===== config.mk =====
export PLATFORM = sky130hd
export DESIGN_NAME = mc_control_flat
export DESIGN_NICKNAME = d
export VERILOG_FILES = /design/src/rtl/rv_ctrl_pkg.sv /design/src/rtl/mc_control_if.sv /design/src/rtl/instr_decode.sv /design/src/rtl/mc_control.sv /design/src/flat_wrapper.sv
export SDC_FILE = /design/constraint.sdc
export NUM_CORES = 1
export LEC_CHECK = 0
export ABC_AREA = 1
export CORE_MARGIN = 4
export CORE_UTILIZATION = 37
export DETAILED_ROUTE_END_ITERATION = 7
export HOLD_SLACK_MARGIN = 0.02
export PLACE_DENSITY_LB_ADDON = 0.05
export SYNTH_ARGS = -nofsm -noshare
export SYNTH_HDL_FRONTEND = slang
export SYNTH_SLANG_ARGS = --single-unit

===== constraint.sdc =====
create_clock -name clk -period 1.05 [get_ports clk]
set_input_delay 0.105 -clock clk [delete_from_list [all_inputs] [get_ports clk]]
set_output_delay 0.105 -clock clk [all_outputs]
set_load 0.02 [all_outputs]

===== src/rtl/rv_ctrl_pkg.sv =====
// Shared constants and types for the multi-cycle RV32 control path:
// opcodes, FSM state encoding, branch_src codes, trap causes and the latched decode record.
package rv_ctrl_pkg;

    localparam logic [6:0] OP_R      = 7'b0110011;
    localparam logic [6:0] OP_IMM    = 7'b0010011;
    localparam logic [6:0] OP_LOAD   = 7'b0000011;
    localparam logic [6:0] OP_JALR   = 7'b1100111;
    localparam logic [6:0] OP_STORE  = 7'b0100011;
    localparam logic [6:0] OP_BRANCH = 7'b1100011;
    localparam logic [6:0] OP_LUI    = 7'b0110111;
    localparam logic [6:0] OP_AUIPC  = 7'b0010111;
    localparam logic [6:0] OP_JAL    = 7'b1101111;

    localparam logic [6:0] F7_MULDIV = 7'b0000001;

    typedef enum logic [2:0] {
        ST_FETCH  = 3'd0,
        ST_DECODE = 3'd1,
        ST_EXEC   = 3'd2,
        ST_MEM    = 3'd3,
        ST_MULDIV = 3'd4,
        ST_WB     = 3'd5,
        ST_TRAP   = 3'd6
    } state_t;

    typedef enum logic [2:0] {
        BR_NONE = 3'b000,
        BR_BEQ  = 3'b001,
        BR_BNE  = 3'b010,
        BR_BLT  = 3'b011,
        BR_BGE  = 3'b100,
        BR_BLTU = 3'b101,
        BR_BGEU = 3'b110
    } branch_src_t;

    typedef enum logic [1:0] {
        CAUSE_NONE    = 2'b00,
        CAUSE_ILLEGAL = 2'b01,
        CAUSE_TIMEOUT = 2'b10
    } trap_cause_t;

    // jump_src: PC from jump target (jal/jalr); jalr_src: target base is rs1;
    // u_src: U-type immediate path (lui/auipc); uj_src: J-type immediate (jal).
    typedef struct packed {
        logic        alu_src;
        branch_src_t branch_src;
        logic        jump_src;
        logic        jalr_src;
        logic        u_src;
        logic        uj_src;
        logic        is_load;
        logic        is_store;
        logic        is_muldiv;
    } ctrl_fields_t;

    function automatic branch_src_t branch_code(input logic [2:0] funct3);
        branch_src_t code;
        case (funct3)
            3'b000:  code = BR_BEQ;
            3'b001:  code = BR_BNE;
            3'b100:  code = BR_BLT;
            3'b101:  code = BR_BGE;
            3'b110:  code = BR_BLTU;
            3'b111:  code = BR_BGEU;
            default: code = BR_NONE;
        endcase
        return code;
    endfunction

endpackage


===== src/rtl/mc_control_if.sv =====
// Memory and multiply/divide handshake between the control FSM (master) and the datapath side (slave).
interface mc_control_if;
    logic [31:0] instr;
    logic        mem_ready;
    logic        mem_req;
    logic        mem_we;
    logic        muldiv_start;
    logic        muldiv_done;

    modport master (
        input  instr,
        input  mem_ready,
        input  muldiv_done,
        output mem_req,
        output mem_we,
        output muldiv_start
    );

    modport slave (
        output instr,
        output mem_ready,
        output muldiv_done,
        input  mem_req,
        input  mem_we,
        input  muldiv_start
    );
endinterface


===== src/rtl/instr_decode.sv =====
// Combinational instruction decode: instr -> control fields plus legal flag.
// RV_MEXT_EN makes R-type funct7=0000001 a legal multiply/divide op.
module instr_decode
    import rv_ctrl_pkg::*;
(
    input  logic [31:0]  instr,
    output ctrl_fields_t fields,
    output logic         legal
);

    logic [6:0] opcode;
    logic [2:0] funct3;
    logic [6:0] funct7;
    logic       unused_bits;

    assign opcode      = instr[6:0];
    assign funct3      = instr[14:12];
    assign funct7      = instr[31:25];
    // register indices and immediates belong to the datapath
    assign unused_bits = ^{instr[24:15], instr[11:7]};

    always_comb begin
        fields = '0;
        legal  = 1'b1;
        case (opcode)
            OP_R: begin
`ifdef RV_MEXT_EN
                fields.is_muldiv = (funct7 == F7_MULDIV);
`else
                legal = (funct7 != F7_MULDIV);
`endif
            end
            OP_IMM: begin
                fields.alu_src = 1'b1;
            end
            OP_LOAD: begin
                fields.alu_src = 1'b1;
                fields.is_load = 1'b1;
            end
            OP_STORE: begin
                fields.alu_src  = 1'b1;
                fields.is_store = 1'b1;
            end
            OP_BRANCH: begin
                fields.branch_src = branch_code(funct3);
                legal             = (funct3 != 3'b010) && (funct3 != 3'b011);
            end
            OP_JALR: begin
                fields.alu_src  = 1'b1;
                fields.jump_src = 1'b1;
                fields.jalr_src = 1'b1;
            end
            OP_JAL: begin
                fields.jump_src = 1'b1;
                fields.uj_src   = 1'b1;
            end
            OP_LUI, OP_AUIPC: begin
                fields.alu_src = 1'b1;
                fields.u_src   = 1'b1;
            end
            default: begin
                legal = 1'b0;
            end
        endcase
    end

endmodule


===== src/rtl/mc_control.sv =====
// Multi-cycle RV32 control FSM: fetch, decode, execute, memory access, writeback, trap.
// Define RV_MEXT_EN to accept multiply/divide ops through the MULDIV state.
//
// state  | meaning
// FETCH  | instruction read outstanding, IR loads on mem_ready
// DECODE | instr decoded, control fields latched
// EXEC   | ALU cycle, branches resolve and update PC
// MEM    | load/store access outstanding
// MULDIV | waiting for multiply/divide result
// WB     | register writeback and PC update
// TRAP   | fault parked until reset
module mc_control
    import rv_ctrl_pkg::*;
#(
    parameter int MEM_WAIT_MAX = 15,
    parameter int CNT_W        = 4
) (
    input  logic         clk,
    input  logic         rst,
    mc_control_if.master bus,
    output logic         pc_write,
    output logic         ir_write,
    output logic         reg_write,
    output logic         mem_to_reg,
    output logic         alu_src,
    output logic [2:0]   branch_src,
    output logic         jump_src,
    output logic         jalr_src,
    output logic         u_src,
    output logic         uj_src,
    output logic         busy,
    output logic         trap,
    output logic [1:0]   trap_cause
);

    state_t           state_q, state_d;
    logic [CNT_W-1:0] wait_cnt_q, wait_cnt_d;
    ctrl_fields_t     fields_q, fields_d;
    trap_cause_t      cause_q, cause_d;

    ctrl_fields_t     dec_fields;
    logic             dec_legal;
    logic             wait_last;
    logic             sel_en;
    logic             pc_write_c;
    logic             ir_write_c;
    logic             reg_write_c;
    logic             mem_to_reg_c;
    logic             mem_req_c;
    logic             mem_we_c;
`ifdef RV_MEXT_EN
    logic             muldiv_start_c;
`endif

    instr_decode u_decode (
        .instr  (bus.instr),
        .fields (dec_fields),
        .legal  (dec_legal)
    );

    // last permitted wait cycle: a ready here still completes
    assign wait_last = (wait_cnt_q == CNT_W'(MEM_WAIT_MAX - 1));

    always_ff @(posedge clk) begin
        if (rst) begin
            state_q    <= ST_FETCH;
            wait_cnt_q <= '0;
            fields_q   <= '0;
            cause_q    <= CAUSE_NONE;
        end else begin
            state_q    <= state_d;
            wait_cnt_q <= wait_cnt_d;
            fields_q   <= fields_d;
            cause_q    <= cause_d;
        end
    end

    always_comb begin
        state_d      = state_q;
        wait_cnt_d   = '0;
        fields_d     = fields_q;
        cause_d      = cause_q;
        sel_en       = 1'b0;
        pc_write_c   = 1'b0;
        ir_write_c   = 1'b0;
        reg_write_c  = 1'b0;
        mem_to_reg_c = 1'b0;
        mem_req_c    = 1'b0;
        mem_we_c     = 1'b0;
`ifdef RV_MEXT_EN
        muldiv_start_c = 1'b0;
`endif
        case (state_q)
            ST_FETCH: begin
                mem_req_c = 1'b1;
                if (bus.mem_ready) begin
                    ir_write_c = 1'b1;
                    state_d    = ST_DECODE;
                end else if (wait_last) begin
                    state_d = ST_TRAP;
                    cause_d = CAUSE_TIMEOUT;
                end else begin
                    wait_cnt_d = wait_cnt_q + CNT_W'(1);
                end
            end
            ST_DECODE: begin
                fields_d = dec_fields;
                if (dec_legal) begin
                    state_d = ST_EXEC;
                end else begin
                    state_d = ST_TRAP;
                    cause_d = CAUSE_ILLEGAL;
                end
            end
            ST_EXEC: begin
                sel_en = 1'b1;
                if (fields_q.is_load || fields_q.is_store) begin
                    state_d = ST_MEM;
                end else if (fields_q.branch_src != BR_NONE) begin
                    pc_write_c = 1'b1;
                    state_d    = ST_FETCH;
`ifdef RV_MEXT_EN
                end else if (fields_q.is_muldiv) begin
                    muldiv_start_c = 1'b1;
                    state_d        = ST_MULDIV;
`endif
                end else begin
                    state_d = ST_WB;
                end
            end
            ST_MEM: begin
                sel_en    = 1'b1;
                mem_req_c = 1'b1;
                mem_we_c  = fields_q.is_store;
                if (bus.mem_ready) begin
                    if (fields_q.is_store) begin
                        pc_write_c = 1'b1;
                        state_d    = ST_FETCH;
                    end else begin
                        state_d = ST_WB;
                    end
                end else if (wait_last) begin
                    state_d = ST_TRAP;
                    cause_d = CAUSE_TIMEOUT;
                end else begin
                    wait_cnt_d = wait_cnt_q + CNT_W'(1);
                end
            end
`ifdef RV_MEXT_EN
            ST_MULDIV: begin
                sel_en = 1'b1;
                if (bus.muldiv_done) begin
                    state_d = ST_WB;
                end
            end
`endif
            ST_WB: begin
                sel_en       = 1'b1;
                reg_write_c  = 1'b1;
                pc_write_c   = 1'b1;
                mem_to_reg_c = fields_q.is_load;
                state_d      = ST_FETCH;
            end
            ST_TRAP: begin
                state_d = ST_TRAP;
            end
            default: begin
                state_d = ST_FETCH;
            end
        endcase
    end

    // reset forces every output low regardless of the registered state
    always_comb begin
        pc_write    = 1'b0;
        ir_write    = 1'b0;
        reg_write   = 1'b0;
        mem_to_reg  = 1'b0;
        alu_src     = 1'b0;
        branch_src  = 3'b000;
        jump_src    = 1'b0;
        jalr_src    = 1'b0;
        u_src       = 1'b0;
        uj_src      = 1'b0;
        busy        = 1'b0;
        trap        = 1'b0;
        trap_cause  = 2'b00;
        bus.mem_req = 1'b0;
        bus.mem_we  = 1'b0;
`ifdef RV_MEXT_EN
        bus.muldiv_start = 1'b0;
`endif
        if (!rst) begin
            pc_write    = pc_write_c;
            ir_write    = ir_write_c;
            reg_write   = reg_write_c;
            mem_to_reg  = mem_to_reg_c;
            bus.mem_req = mem_req_c;
            bus.mem_we  = mem_we_c;
`ifdef RV_MEXT_EN
            bus.muldiv_start = muldiv_start_c;
`endif
            busy        = (state_q != ST_TRAP);
            trap        = (state_q == ST_TRAP);
            trap_cause  = cause_q;
            if (sel_en) begin
                alu_src    = fields_q.alu_src;
                branch_src = fields_q.branch_src;
                jump_src   = fields_q.jump_src;
                jalr_src   = fields_q.jalr_src;
                u_src      = fields_q.u_src;
                uj_src     = fields_q.uj_src;
            end
        end
    end

`ifndef RV_MEXT_EN
    logic unused_mext;
    assign bus.muldiv_start = 1'b0;
    assign unused_mext      = bus.muldiv_done ^ fields_q.is_muldiv;
`endif

endmodule


===== src/flat_wrapper.sv =====
// flat-port wrapper written by rule: the top's interface ports become plain ports
module mc_control_flat import rv_ctrl_pkg::*;
#(
    parameter int MEM_WAIT_MAX = 15,
    parameter int CNT_W        = 4
)
  (clk, rst, pc_write, ir_write, reg_write, mem_to_reg, alu_src, branch_src, jump_src, jalr_src, u_src, uj_src, busy, trap, trap_cause, bus_instr, bus_mem_ready, bus_muldiv_done, bus_mem_req, bus_mem_we, bus_muldiv_start);
  mc_control_if bus_i ();
  input  logic clk;
  input  logic rst;
  output logic pc_write;
  output logic ir_write;
  output logic reg_write;
  output logic mem_to_reg;
  output logic alu_src;
  output logic [2:0] branch_src;
  output logic jump_src;
  output logic jalr_src;
  output logic u_src;
  output logic uj_src;
  output logic busy;
  output logic trap;
  output logic [1:0] trap_cause;
  input wire logic [$bits(bus_i.instr)-1:0] bus_instr;
  input wire logic [$bits(bus_i.mem_ready)-1:0] bus_mem_ready;
  input wire logic [$bits(bus_i.muldiv_done)-1:0] bus_muldiv_done;
  output wire logic [$bits(bus_i.mem_req)-1:0] bus_mem_req;
  output wire logic [$bits(bus_i.mem_we)-1:0] bus_mem_we;
  output wire logic [$bits(bus_i.muldiv_start)-1:0] bus_muldiv_start;
  assign bus_i.instr = bus_instr;
  assign bus_i.mem_ready = bus_mem_ready;
  assign bus_i.muldiv_done = bus_muldiv_done;
  assign bus_mem_req = bus_i.mem_req;
  assign bus_mem_we = bus_i.mem_we;
  assign bus_muldiv_start = bus_i.muldiv_start;
  mc_control #(.MEM_WAIT_MAX(MEM_WAIT_MAX), .CNT_W(CNT_W)) u_core (.clk(clk), .rst(rst), .bus(bus_i), .pc_write(pc_write), .ir_write(ir_write), .reg_write(reg_write), .mem_to_reg(mem_to_reg), .alu_src(alu_src), .branch_src(branch_src), .jump_src(jump_src), .jalr_src(jalr_src), .u_src(u_src), .uj_src(uj_src), .busy(busy), .trap(trap), .trap_cause(trap_cause));
endmodule

Yosys cells after proc, flatten, opt, wreduce, memory -nomap -nowiden

Index checks and enable logic that the tools add are counted.

Word-level logic and storage cells: 109
Input port bits: 36
Register bits after elaboration: 19
Output and inout port bits: 19

Eq/ne operators: 27
$add $sub $neg: 1
Multiplexer cells: 55
Reduce and logical (&&, ||, !) cells: 14
Bitwise logic cells: 1

Operator list:

| kind                                                                  | count |
|---|---|
| 1-bit 2-to-1 mux                                                      | 36 |
| 3-bit 2-to-1 mux                                                      | 10 |
| 7-bit by 6-bit equality test with 1-bit output, second input constant | 3 |
| 7-bit equality test, second input constant                            | 3 |
| 3-bit equality test, second input constant                            | 6 |
| 3-bit one-hot mux with 6 select lines                                 | 1 |
| 3-bit one-hot mux with 5 select lines                                 | 1 |
| 7-bit by 5-bit equality test with 1-bit output, second input constant | 2 |
| 2-bit 2-to-1 mux                                                      | 4 |
| 7-bit by 2-bit equality test with 1-bit output, second input constant | 1 |
| 7-bit by 1-bit != test with 1-bit output, second input constant       | 1 |
| 7-bit OR reduction                                                    | 1 |
| 3-bit by 1-bit equality test with 1-bit output, second input constant | 2 |
| 3-bit by 2-bit equality test with 1-bit output, second input constant | 2 |
| 3-bit zero test                                                       | 2 |
| 3-bit by 2-bit != test with 1-bit output, second input constant       | 2 |
| 1-bit one-hot mux with 3 select lines                                 | 2 |
| 2-bit OR reduction                                                    | 3 |
| 6-bit OR reduction                                                    | 1 |
| 4-bit by 1-bit adder with 4-bit output, second input constant         | 1 |
| 4-bit equality test, second input constant                            | 1 |
| 2-bit != test, second input constant                                  | 2 |
| 2-bit one-hot mux with 2 select lines                                 | 1 |
| 4-bit AND reduction                                                   | 1 |
| 9 further kinds                                                       | 9 |

Longest topological paths before layout

Depth after elaboration: 5
Mapped depth: 10
Gate-level depth less buffers: 10

By module

A second synthesis with hierarchy kept.

Cells, all modules: 208
Area total of the unflattened synthesis: 1272.5 um2

By module, submodules not included:

| module       | cells each | times used | area each (um2) |
|---|---|---|---|
| mc_control   | 147        | 1          | 970.9 |
| instr_decode | 61         | 1          | 301.5 |

Worst setup path after synthesis

No wires, ideal clock.

Kind: reg2out
From: register u_core.state_q[2]
To: output alu_src
Data required time: 945 ps
Slack: -327 ps
Stages on the path, launching flop included: 5
Arrival time: 1272 ps
Cell sequence: dfxtp_1 > nand3_1 > nand2_1 > inv_2 > nor3_1

Word-level cells in the longest chain between the ends: 5
Elaborated cells on any way between the ends: 7

Ends and longest elaborated chain:

| element                                                                                      | RTL line           | RTL |
|---|---|---|
| start, declared                                                                              | mc_control.sv:36   | `state_t state_q, state_d;` |
| start signal, assigned                                                                       | mc_control.sv:71   | `state_q <= state_d;` |
| 3-bit equality test / 3-bit by 2-bit equality test with 1-bit output (equally long branches) | mc_control.sv:93   | `case (state_q)` |
| 3-bit OR reduction (no line) *                                                               | n/a                |  |
| 1-bit 2-to-1 mux *                                                                           | mc_control.sv:93   |  |
| 1-bit 2-to-1 mux *                                                                           | mc_control.sv:206  | `if (sel_en) begin` |
| 1-bit 2-to-1 mux *                                                                           | mc_control.sv:193  | `if (!rst) begin` |
| end, declared                                                                                | flat_wrapper.sv:15 | `output logic alu_src;` |

Every way passes the cells marked *; elsewhere a longest branch is shown, timed or not.

Worst setup path in the final report

From: register u_core.state_q[2]
To: output pc_write

Word-level cells in the longest chain between the ends: 3
Elaborated cells on any way between the ends: 5

Ends and longest elaborated chain:

| element                                                                                      | RTL line           | RTL |
|---|---|---|
| 3-bit equality test / 3-bit by 2-bit equality test with 1-bit output (equally long branches) | mc_control.sv:93   |  |
| 1-bit one-hot mux with 3 select lines *                                                      | mc_control.sv:93   |  |
| 1-bit 2-to-1 mux *                                                                           | mc_control.sv:193  |  |
| end, declared                                                                                | flat_wrapper.sv:11 | `output logic pc_write;` |

Marked as above.

==> flow_metrics.env <==
export IMPL_hold_path_class="in2reg"
export IMPL_path_cells="buf_12, nor2_4, nand3_2, a31oi_4, buf_6"
export IMPL_synth_adder_area_share_pct=2.05
export IMPL_path_clk_slew_ns=0.12
export IMPL_clockRootBuffer="clkbuf_4"
export IMPL_p_leak_nw=1.07
export IMPL_design_area_mm2=0.00243
export IMPL_io_pins=55
export IMPL_synth_top_family_by_area="simple AND/OR/NAND/NOR gates"
export IMPL_n_antenna_cell=0
export IMPL_dominantRegCellSynth="dfxtp_1"
export IMPL_drc=0
export IMPL_die_h_um=65.5
export IMPL_peakVddDrop_uv=1060
export IMPL_final_cells=318
export IMPL_synthCells=184
export IMPL_nFillCells=222
export IMPL_cts_sinks=19
export IMPL_cts_tree="yes"
export IMPL_most_common_layout_cells="buf_4, nand2_1, inv_1, clkdlybuf4s50_1, nor2_1"
export IMPL_grt_pass1_vias=1495
export IMPL_crit_path_top_delay_cell="dfxtp_4"
export IMPL_insertion_delay_ns=0.30
export IMPL_critPathCaptureType="output port"
export IMPL_dp_worst_setup_slack_ns=-0.694
export IMPL_antenna_found_initial=0
export IMPL_synthTopCellsByArea="dfxtp_1, nand2_1, nor2_1"
export IMPL_cts_made_buffers=3
export IMPL_fin_crit_sh_pct=140
export IMPL_clock_fmax_mhz=682
export IMPL_place_inst=306
export IMPL_synth_compound_area_share_pct=13.6
export IMPL_rows=20
export IMPL_port_buffers=37
export IMPL_critPathRequiredTime_ns=0.94
export IMPL_start_util_pct=39.4
export IMPL_max_cap_violations=0
export IMPL_area_growth_pct=99.1
export IMPL_r2r_setup_slack_ns=-0.41
export IMPL_synth_xor_xnor_area_share_pct=1.43
export IMPL_drive_gt1_share_pct=55.5
export IMPL_die_x_um=65.5
export IMPL_syn_nets=222
export IMPL_startpoint_type="register"
export IMPL_dpl_cell_area_mm2=0.00212
export IMPL_final_hold_violation_count=0
export IMPL_slew_violations=0
export IMPL_drtIter0Drc=43
export IMPL_outcome="finished, violations left"
export IMPL_layout_commonest_cell="buf_4"
export IMPL_yosys_area_top_type="dfxtp_1"
export IMPL_grt_max_degree=14
export IMPL_synthSimpleGateAreaFrac_pct=40.4
export IMPL_vias=1539
export IMPL_grtUsageTotal_pct=18.7
export IMPL_worst_setup_path_type="reg2out"
export IMPL_yosysWarnings=0
export IMPL_nets=313
export IMPL_synthArstFlopShare_pct=0
export IMPL_setup_violations=36
export IMPL_p_per_area_mw_per_mm2=2000
export IMPL_fin_crit_ns=1.47
export IMPL_path_max_fanout=4
export IMPL_violations="setup timing"
export IMPL_ant_nets=0
export IMPL_fin_ws_ns=-0.416
export IMPL_synth_mux_area_share_pct=0
export IMPL_wl_mm=4.15
export IMPL_syn_area_mm2=0.00122
export IMPL_grt_pass1_wl_mm=6.29
export IMPL_grt_overflow_total=0
export IMPL_clock_skew_ns=0.00355
export IMPL_power_mw=4.87
export IMPL_whs_ns=0.274
export IMPL_synth_top_area_share_pct=31.1
export IMPL_synth_seq_area_share_pct=31.1
export IMPL_ys_ff_latch=19
export IMPL_cts_buffer_depth=2
export IMPL_rsz0062_at_grt="yes"
export IMPL_synth_edf_count=0
export IMPL_dieArea_mm2=0.00428
export IMPL_vias_per_cell=4.84
export IMPL_critPathMaxStageDelay_ns=0.39
export IMPL_avgSynthCellArea_um2=6.64
export IMPL_htree_num_levels=1
export IMPL_dp_hpwl_mm=2.86
export IMPL_wl_per_cell_um=13.1
export IMPL_finalWeightedCongestion=0.817
export IMPL_cts_hold_buffers=0
export IMPL_crit_arrival_ns=1.36
export IMPL_dr_pass1_iters=4
export IMPL_core_mm2=0.00310
export IMPL_synth_distinct_cells=34
[power by group]
group | internal [mW] | switching [mW] | total (mW)
clock | 0.142 | 0.245 | 0.387
combinational | 1.63 | 1.73 | 3.36
sequential | 0.931 | 0.192 | 1.12
[final timing paths]
| kind | cells past startpoint | start | endpoint |
|---|---|---|---|
| hold reg to reg | 2 | u_core.fields_q[4] | u_core.fields_q[4] |
| setup reg to reg | 10 | u_core.state_q[1] | u_core.cause_q[1] |
| hold / removal | 4 | rst | u_core.fields_q[5] |
| setup / recovery | 5 | u_core.state_q[2] | pc_write |
[what timing repair did]
action	CTS	global route
endpoints found under the setup margin	37	37
gates resized for setup	136	29
gates cloned	1	0
pin swaps	7	10
buffers inserted	3	4
[cells in the mapped netlist, types with 2 or more instances]
master,count
o21ai_0,4
o211ai_1,4
nand2_2,3
nor3_1,6
nand2_1,34
a21oi_1,5
o21ai_1,3
inv_2,6
buf_2,3
nand3_2,2
nor2_4,2
nor2_2,2
nand3_1,14
nor2_1,32
a31oi_1,3
inv_1,22
o22ai_1,3
ha_1,2
dfxtp_1,19
[through the flow]
step	utilization (%)	setup TNS, ns
finish	78.3	-10.81
global route	78.3	-13.42
CTS	74.2	-9.89
detailed placement	68.3	-18.00
global placement	68.3	-17.46
floorplan	-	-0.169
[worst max-delay path: cells and delay by family, from the launching register on]
family                 cells  cell delay [ns]
AND/OR/NAND/NOR            2             0.23
buffers and inverters      2             0.27
flip-flops                 1             0.39
AO/OA/AOI/OAI              1             0.16
[sequential cells by signal, summed over array words and instances (netlist names)]
| register | flops |
|---|---|
| u_core.cause_q | 2 |
| u_core.fields_q | 10 |
| u_core.state_q | 3 |
| u_core.wait_cnt_q | 4 |
[cells by family (layout without fill, tap and decap cells)]
kind of cell,count (synthesis),in the layout
buffers and inverters,34,124
xor gates and xnor gates,2,2
AOI/OAI and AO/OA,26,26
adders and majority gates,2,2
other,1,1
DFF,19,19
and+or+nand+nor,100,100
[metal layers]
layer	track usage (%)	vias to the layer above	wire (um)
li1	-	776	-
met3	3.59	8	193
met4	2.59	0	92
met2	37.4	46	2250
met1	20.3	709	1620
met5	0	-	0
[cell type report]
type	instances	area, um^2	area share [%]
clock inverters	1	5.00	0.206
flip-flops and latches	19	395	16.3
well taps	44	55.1	2.26
clock buffers	3	22.5	0.926
inverters	29	128	5.25
multi-input cells	131	1010	41.5
repair buffers	91	816	33.6
Note: power is estimated with default switching activity, not from simulation.
